$ cat src/rtl/alu_core_nbit.sv
// alu_core_nbit: N-bit multi-cycle ALU (clk, rst, start/op/a/b/cin in; result, result_hi, flag_n/z/c/v, err, busy, done out)
module alu_core_nbit #(
  parameter int N = 4
) (
  input  logic         clk,
  input  logic         rst,
  input  logic         start,
  input  logic [3:0]   op,
  input  logic [N-1:0] a,
  input  logic [N-1:0] b,
  input  logic         cin,
  output logic [N-1:0] result,
  output logic [N-1:0] result_hi,
  output logic         flag_n,
  output logic         flag_z,
  output logic         flag_c,
  output logic         flag_v,
  output logic         err,
  output logic         busy,
  output logic         done
);
  localparam int CW = $clog2(N);
  localparam logic [N-1:0] NB = N'(N);
  localparam logic [CW-1:0] LAST = CW'(N - 1);
  typedef enum logic [1:0] {IDLE, EXEC, ITER, DONE} state_t;
  state_t state_q, state_d;
  logic [3:0] op_q, op_d;
  logic [N-1:0] a_q, a_d, b_q, b_d, result_q, result_d, result_hi_q, result_hi_d;
  logic cin_q, cin_d, n_q, n_d, z_q, z_d, c_q, c_d, v_q, v_d, err_q, err_d;
  logic [2*N-1:0] sh_q, sh_d, p_q, p_d;
  logic [CW-1:0] cnt_q, cnt_d;
  logic [N:0] add_w, sub_w, div_r, shl_w, shr_w;
  logic [N-1:0] div_rn, r_x, rh_x;
  logic [2*N-1:0] mul_p, div_p;
  logic div_ge, c_x, v_x, e_x, upd, last;
  always_comb begin
    add_w = {1'b0, a_q} + {1'b0, b_q} + {{N{1'b0}}, cin_q};
    sub_w = {1'b0, a_q} - {1'b0, b_q};
    mul_p = p_q + (b_q[0] ? sh_q : '0);
    div_r = {p_q[2*N-1:N], a_q[N-1]};
    div_ge = div_r >= {1'b0, b_q};
    div_rn = div_ge ? div_r[N-1:0] - b_q : div_r[N-1:0];
    div_p = {div_rn, p_q[N-2:0], div_ge};
    shl_w = {1'b0, a_q} << b_q;
    shr_w = {a_q, 1'b0} >> b_q;
    last = cnt_q == LAST;
    r_x = '0;
    rh_x = '0;
    c_x = 1'b0;
    v_x = 1'b0;
    e_x = 1'b0;
    case (op_q)
      4'd0: begin
        r_x = add_w[N-1:0];
        c_x = add_w[N];
        v_x = (a_q[N-1] == b_q[N-1]) && (add_w[N-1] != a_q[N-1]);
      end
      4'd1: begin
        r_x = sub_w[N-1:0];
        c_x = sub_w[N];
        v_x = (a_q[N-1] != b_q[N-1]) && (sub_w[N-1] != a_q[N-1]);
      end
      4'd2: begin
        {rh_x, r_x} = mul_p;
        c_x = |mul_p[2*N-1:N];
        v_x = c_x;
      end
      4'd3: begin
        {rh_x, r_x} = div_p;
        e_x = b_q == '0;
      end
      4'd4: begin
        r_x = (b_q == '0) ? a_q : a_q % b_q;
        e_x = b_q == '0;
      end
      4'd5: r_x = a_q & b_q;
      4'd6: r_x = a_q | b_q;
      4'd7: r_x = a_q ^ b_q;
      4'd8: begin
        r_x = shl_w[N-1:0];
        c_x = (b_q == NB) ? a_q[N-1] : (b_q == '0 || b_q > NB) ? 1'b0 : shl_w[N];
      end
      4'd9: begin
        r_x = shr_w[N:1];
        c_x = (b_q == NB) ? a_q[0] : (b_q == '0 || b_q > NB) ? 1'b0 : shr_w[0];
      end
      default: e_x = 1'b1;
    endcase
    upd = state_q == EXEC || (state_q == ITER && last);
    state_d = state_q;
    op_d = op_q;
    a_d = a_q;
    b_d = b_q;
    cin_d = cin_q;
    sh_d = sh_q;
    p_d = p_q;
    cnt_d = cnt_q;
    if (state_q == IDLE && start) begin
      state_d = (op == 4'd2 || op == 4'd3) ? ITER : EXEC;
      op_d = op;
      a_d = a;
      b_d = b;
      cin_d = cin;
      sh_d = {{N{1'b0}}, a};
      p_d = '0;
      cnt_d = '0;
    end else if (state_q == ITER) begin
      state_d = last ? DONE : ITER;
      p_d = (op_q == 4'd2) ? mul_p : div_p;
      sh_d = sh_q << 1;
      a_d = a_q << 1;
      b_d = (op_q == 4'd2) ? b_q >> 1 : b_q;
      cnt_d = cnt_q + CW'(1);
    end else if (state_q == EXEC) begin
      state_d = DONE;
    end else if (state_q == DONE) begin
      state_d = IDLE;
    end
    result_d = upd ? r_x : result_q;
    result_hi_d = upd ? rh_x : result_hi_q;
    n_d = upd ? r_x[N-1] : n_q;
    z_d = upd ? r_x == '0 : z_q;
    c_d = upd ? c_x : c_q;
    v_d = upd ? v_x : v_q;
    err_d = upd ? e_x : err_q;
  end
  always_ff @(posedge clk) begin
    if (rst) begin
      state_q <= IDLE;
      op_q <= '0;
      a_q <= '0;
      b_q <= '0;
      cin_q <= 1'b0;
      sh_q <= '0;
      p_q <= '0;
      cnt_q <= '0;
      result_q <= '0;
      result_hi_q <= '0;
      n_q <= 1'b0;
      z_q <= 1'b0;
      c_q <= 1'b0;
      v_q <= 1'b0;
      err_q <= 1'b0;
    end else begin
      state_q <= state_d;
      op_q <= op_d;
      a_q <= a_d;
      b_q <= b_d;
      cin_q <= cin_d;
      sh_q <= sh_d;
      p_q <= p_d;
      cnt_q <= cnt_d;
      result_q <= result_d;
      result_hi_q <= result_hi_d;
      n_q <= n_d;
      z_q <= z_d;
      c_q <= c_d;
      v_q <= v_d;
      err_q <= err_d;
    end
  end
  assign result = result_q;
  assign result_hi = result_hi_q;
  assign flag_n = n_q;
  assign flag_z = z_q;
  assign flag_c = c_q;
  assign flag_v = v_q;
  assign err = err_q;
  assign busy = state_q != IDLE;
  assign done = state_q == DONE;
endmodule
$ cat config.mk
export PLATFORM = sky130hd
export DESIGN_NAME = alu_core_nbit
export DESIGN_NICKNAME = d
export VERILOG_FILES = /design/src/rtl/alu_core_nbit.sv
export SDC_FILE = /design/constraint.sdc
export NUM_CORES = 1
export LEC_CHECK = 0
export BUFFER_PORTS_ARGS = -buffer_cell sky130_fd_sc_hd__buf_2
export CORE_MARGIN = 2
export CORE_UTILIZATION = 30
export DETAILED_ROUTE_END_ITERATION = 10
export HOLD_SLACK_MARGIN = 0.15
export PLACE_DENSITY_LB_ADDON = 0.15
export SYNTH_ARGS = -nofsm -noshare
export SYNTH_HDL_FRONTEND = slang
export SYNTH_SLANG_ARGS = --single-unit
$ cat constraint.sdc
create_clock -name clk -period 10.5 [get_ports clk]
set_input_delay 1.575 -clock clk [delete_from_list [all_inputs] [get_ports clk]]
set_output_delay 1.575 -clock clk [all_outputs]
set_load 0.01 [all_outputs]
### Word-level counts from Yosys, hierarchy flattened

Index checks and enable logic that the tools add are counted.

| storage, ports and cells | value |
|---|---|
| register bits after elaboration | 46 |
| bits of input ports | 16 |
| output and inout bits | 15 |
| logic and storage cells | 96 |

| cells by class | value |
|---|---|
| $add $sub $neg | 6 |
| div/mod/pow operators | 1 |
| magnitude comparators | 2 |
| eq/ne operators | 20 |
| shifts and indexed selects | 2 |
| multiplexer cells | 26 |
| bitwise logic cells | 3 |
| reductions and logical operators | 20 |

Operators by type and width:

| cell | number |
|---|---|
| one-hot mux 4 bit (10 select lines) | 1 |
| two-way mux 4 bit | 9 |
| equality test 4 x 3 -> 1 bit, second input constant | 5 |
| equality test 4 x 2 -> 1 bit, second input constant | 4 |
| two-way mux 8 bit | 2 |
| zero test 4 bit | 3 |
| two-way mux 2 bit | 5 |
| adder 8 bit | 1 |
| equality test 4 bit, second input constant | 2 |
| one-hot mux 4 bit (2 select lines) | 1 |
| OR reduction 8 bit | 1 |
| equality test 2 bit, second input constant | 3 |
| nonzero test 2 bit | 3 |
| adder 4 x 4 -> 5 bit | 1 |
| adder 5 x 1 -> 5 bit | 1 |
| >= comparator 5 x 4 -> 1 bit | 1 |
| two-way mux 1 bit | 5 |
| one-hot mux 1 bit (5 select lines) | 1 |
| left shift 4 x 4 -> 5 bit | 1 |
| right shift 5 x 4 -> 5 bit | 1 |
| subtractor 4 x 4 -> 5 bit | 1 |
| bitwise AND 4 bit | 1 |
| equality test 4 x 1 -> 1 bit, second input constant | 1 |
| greater-than comparator 4 x 3 -> 1 bit, second input constant | 1 |
| other kinds (17) | 25 |

### Longest topological paths before layout

| depth | value |
|---|---|
| word-level depth | 5 |
| gate-level depth with buffers | 23 |
| mapped depth without buffers | 22 |

### Worst setup path before layout

No wires, ideal clock.

| timing path | value |
|---|---|
| path type | register to register |
| start point | reg b_q[0] |
| end point | reg result_q[0], in the netlist result[0] |
| library setup time | 0.137 ns |
| arrival time | 4.709 ns |
| required time | 10.363 ns |
| setup slack | 5.654 ns |
| stages on the path, launching flop included | 22 |
| buffers on the path | 1 |
| period minus slack after synthesis | 4.846 ns |
| cell sequence | dfxtp_1 -> buf_2 -> inv_1 -> ha_1 -> or4b_4 -> a22oi_4 -> ha_1 -> nor2b_1 -> mux2i_1 -> o22ai_2 -> inv_1 -> ha_1 -> o211ai_1 -> a21oi_1 -> mux2_2 -> fa_1 -> a31oi_1 -> nor2_1 -> nor2_1 -> mux2_1 -> a221oi_1 -> a211oi_1 |

| on the way | value |
|---|---|
| cells in the longest elaborated chain, start to end | 3 |
| elaborated cells on any way between the ends | 15 |
| those cells by class | add/sub: 4; div: 1; order compare: 1; shift: 2; mux: 3; bitwise: 3; reduce/logical: 1 |

RTL lines:

| element | line | source |
|---|---|---|
| start, declared | 28 | `logic [N-1:0] a_q, a_d, b_q, b_d, result_q, result_d, result_hi_q, result_hi_d;` |
| start signal, assigned | 132 | `b_q <= '0;` |
| start signal, assigned | 148 | `b_q <= b_d;` |
| modulo 4 x 4 -> 4 bit, or another cell as far along | 73 | `r_x = (b_q == '0) ? a_q : a_q % b_q;` |
| two-way mux 4 bit, or another cell as far along | 73 |  |
| one-hot mux 4 bit (10 select lines) * | 52 | `case (op_q)` |
| end signal, assigned | 153 | `result_q <= result_d;` |
| end, declared | 28 |  |

Every way passes the cells marked *; elsewhere a longest branch is shown, timed or not.
A chain may end at the register's enable or synchronous reset.

### Worst setup path after layout

Ends and elaborated chain as after synthesis.

==> results by group <==
Clocking
  – TritonCTS sink count: 41
  – Clock Pin Slew Worst Setup and Hold Paths: 0.06 ns
  – H-tree levels: 2
  – Hold_buf cts: 0
  – Cts bufs inserted: 5
  – Root buf cell: clkbuf_16
  – CTS tree: done
  – Max clock buf depth: 2
  – Clock Latency Late Sink: 0.29 ns
  – Post-CTS setup buffers: 0
  – Post-CTS Resized: 0

Worst setup path
  – CP max FO: 27
  – FF-to-FF setup slack: 5.08 ns
  – RR Startpoint: b_q[0]
  – Startpoint class of the critical path: register
  – Worst Path Arrival: 5.57 ns
  – WS Path Type: reg -> reg
  – CP startpoint: b_q[0]
  – CP endpoint kind: register
  – Worst EP required: between 10 and 15 ns

Cells and area
  – Share of cells above drive strength 1: about 12%
  – Final net count: 580
  – Layout fillers: 1,371
  – Area delta synth->final: 11.1%
  – Ant diodes: 0

Drt
  – DRT antenna net count: 0
  – Routed vias/inst: 5.37
  – Via Count: 3,697
  – Total Routed Length: ~12 mm
  – Routed wire per std cell: 17.9 µm
  – DR pass1 iterations: 5
  – Post-route DRC: 0
  – DRT iter0 DRCs: 283

Synth
  – Post-synthesis sequential area ratio: 20.8%
  – Synth top cells by count: nor2_1 (60), nand2_1 (55), ha_1 (42)
  – Synth cell types: 70
  – Ys Warns: 0
  – Syn_nets: 567
  – Synth Register Bits: between 40 and 50
  – Cell taking the most area after synthesis: dfxtp_1
  – Post-synth design cell area: 3940 µm²
  – Top cell type's share of synthesized area: around a fifth
  – Post-synth ARST share: 0%
  – Most used flip-flop cell after synthesis: dfxtp_1
  – Count leader, synth: nor2_1
  – Mean Syn Cell Area: 7.83 µm²
  – Cells taking the most area after synthesis: dfxtp_1 (21%), ha_1 (13%), nor2_1 (5.7%)
  – Post-Syn Instances: roughly 500
  – EDFF count, synth: 0

Floorplanning
  – Ports: 31
  – Starting Density: between 30% and 40%
  – Die Width: 119 µm
  – Die ar.: 14,100 µm²
  – Core Region: 12,700 µm²
  – Cell row count: 41
  – Die height: around 120 µm

Pwr
  – Pleak: 1.80 nW
  – Pwr per Cell Area: 269 nW/µm²
  – Final Total Pwr: ~1.2 mW
  – VDD IR max: ~0.12 mV

Timing
  – Fin crit period: ~5.4 ns
  – Final worst path period share: about half
  – Setup TNS: 0 ns
  – Worst slew pin tran: just under 1 ns
  – FMAX: 0.184 GHz
  – Final hold violation count: 0
  – Max transition margin: 33.1%
  – Final count of pins violating max slew: 0
  – Final Skew: 0.00892 ns
  – RSZ-0062 raised after global routing: false
  – Final setup viols: 0

Global route
  – Met3 usage: 3.47%
  – Met2 Track Usage GR: 27.3%
  – M1 GR Usage: 25.6%
  – Total GRT Usage: 18.0%
  – First-pass GRT wire length: 20.1 mm
  – Number of global-route vias before repair: between 3,000 and 4,000
  – Grt ovf: 0
  – Initial antenna violation count: 0
  – Global route hottest layer: met2
  – Largest net degree at the start of global routing: 32

Worst hold path
  – Worst Hold Class: reg -> reg
  – Hold_sp: flag_c

Run status
  – Status: finished clean

Place
  – Placer Congestion: 0.864
  – HPWL Detailed: 9.26 mm
  – IO buf count: 30

Job
  – Max Cap Viol: 0
-- report_power, final --
part,switching (mW),total [mW],internal (mW)
sequential,0.0509,0.240,0.189
clock,0.0655,0.160,0.0946
combinational,0.462,0.775,0.313
total,0.579,1.18,0.597
-- placed cells by master (no fill, tap or decap), drive strengths merged, types with 6 or more instances in the layout --
cell type	instances
ha	42
nor2	60
a31oi	6
a21oi	35
nor3	16
mux2i	19
buf	37
nand2	55
a21o	7
dfxtp	41
xnor2	7
fa	6
and2	6
nand3	11
o21ai	18
o211ai	7
a211oi	14
nor2b	8
inv	25
clkbuf	6
-- registers in the layout, summed over array words and instances (netlist names) --
name	flops
op_q	4
flag_v	1
a_q	4
p_q	8
cin_q	1
b_q	4
state_q	2
flag_z	1
sh_q	4
err	1
cnt_q	2
flag_c	1
result_hi	4
result	4
-- cell type report --
class                      count  area, µm²  area share (%)
tap                          172        215            4.92
clock buffer                   6        139            3.17
multi-input combinational    406       2890            66.1
inverter                      25       93.8            2.14
timing repair buffer          37        203            4.63
sequential                    41        821            18.8
clock inverter                 2       13.8           0.314
-- metal layers --
metal / vias to the layer above / part of all wire (%) / routed length (µm)
met5: - / 0 / 0
met4: 0 / 2.6 / 320
met3: 21 / 4.3 / 530
met2: 93 / 44 / 5480
met1: 1750 / 49 / 6010
li1: 1833 / - / -
-- final timing paths --
check / end / depth (start not counted)
max: result[0] / 23
min: flag_c / 2
max reg2reg: result[0] / 23
min reg2reg: flag_c / 2
-- logic make-up after synthesis --
logic type	synth area share, %
multiplexers	7.69
adder cells (fa/ha/maj)	16.4
XOR/XNOR	2.67
AO/OA/AOI/OAI	22.8
AND/OR/NAND/NOR	23.7
flip-flops	20.8
buffers and inverters	5.91
-- metrics by stage --
| step | cell area [µm²] | utilization, % | setup WS (ns) | hold WS, ns | cells |
|---|---|---|---|---|---|
| 2_1_floorplan | 3940 | - | 5.65 | 0.450 | 503 |
| 3_3_place_gp | 4220 | 33.2 | 5.32 | 0.441 | 681 |
| 3_5_place_dp | 4220 | 33.2 | 5.09 | 0.448 | 681 |
| 4_1_cts | 4380 | 34.4 | 5.06 | 0.457 | 689 |
| 5_1_grt | 4380 | 34.4 | 4.68 | 0.469 | 689 |
| 6_report | 4380 | 34.4 | 5.08 | 0.454 | 689 |
-- worst max-delay path, cell delays in order (launching register included) --
cell and delay [ns]:
dfxtp_1 0.29, buf_4 0.23, inv_1 0.20, ha_1 0.24
or4b_4 0.50, a22oi_4 0.16, ha_1 0.29, nor2b_1 0.12
mux2i_1 0.08, o22ai_2 0.19, inv_1 0.06, ha_1 0.33
a21oi_1 0.15, a21oi_1 0.11, or3_1 0.44, nand2_1 0.08
ha_1 0.26, o21ai_0 0.17, a31oi_1 0.06, nor2_1 0.27
nor2_1 0.09, mux2_1 0.33, a221oi_1 0.45, a211oi_1 0.14
Power figures use the tool's default switching activity.
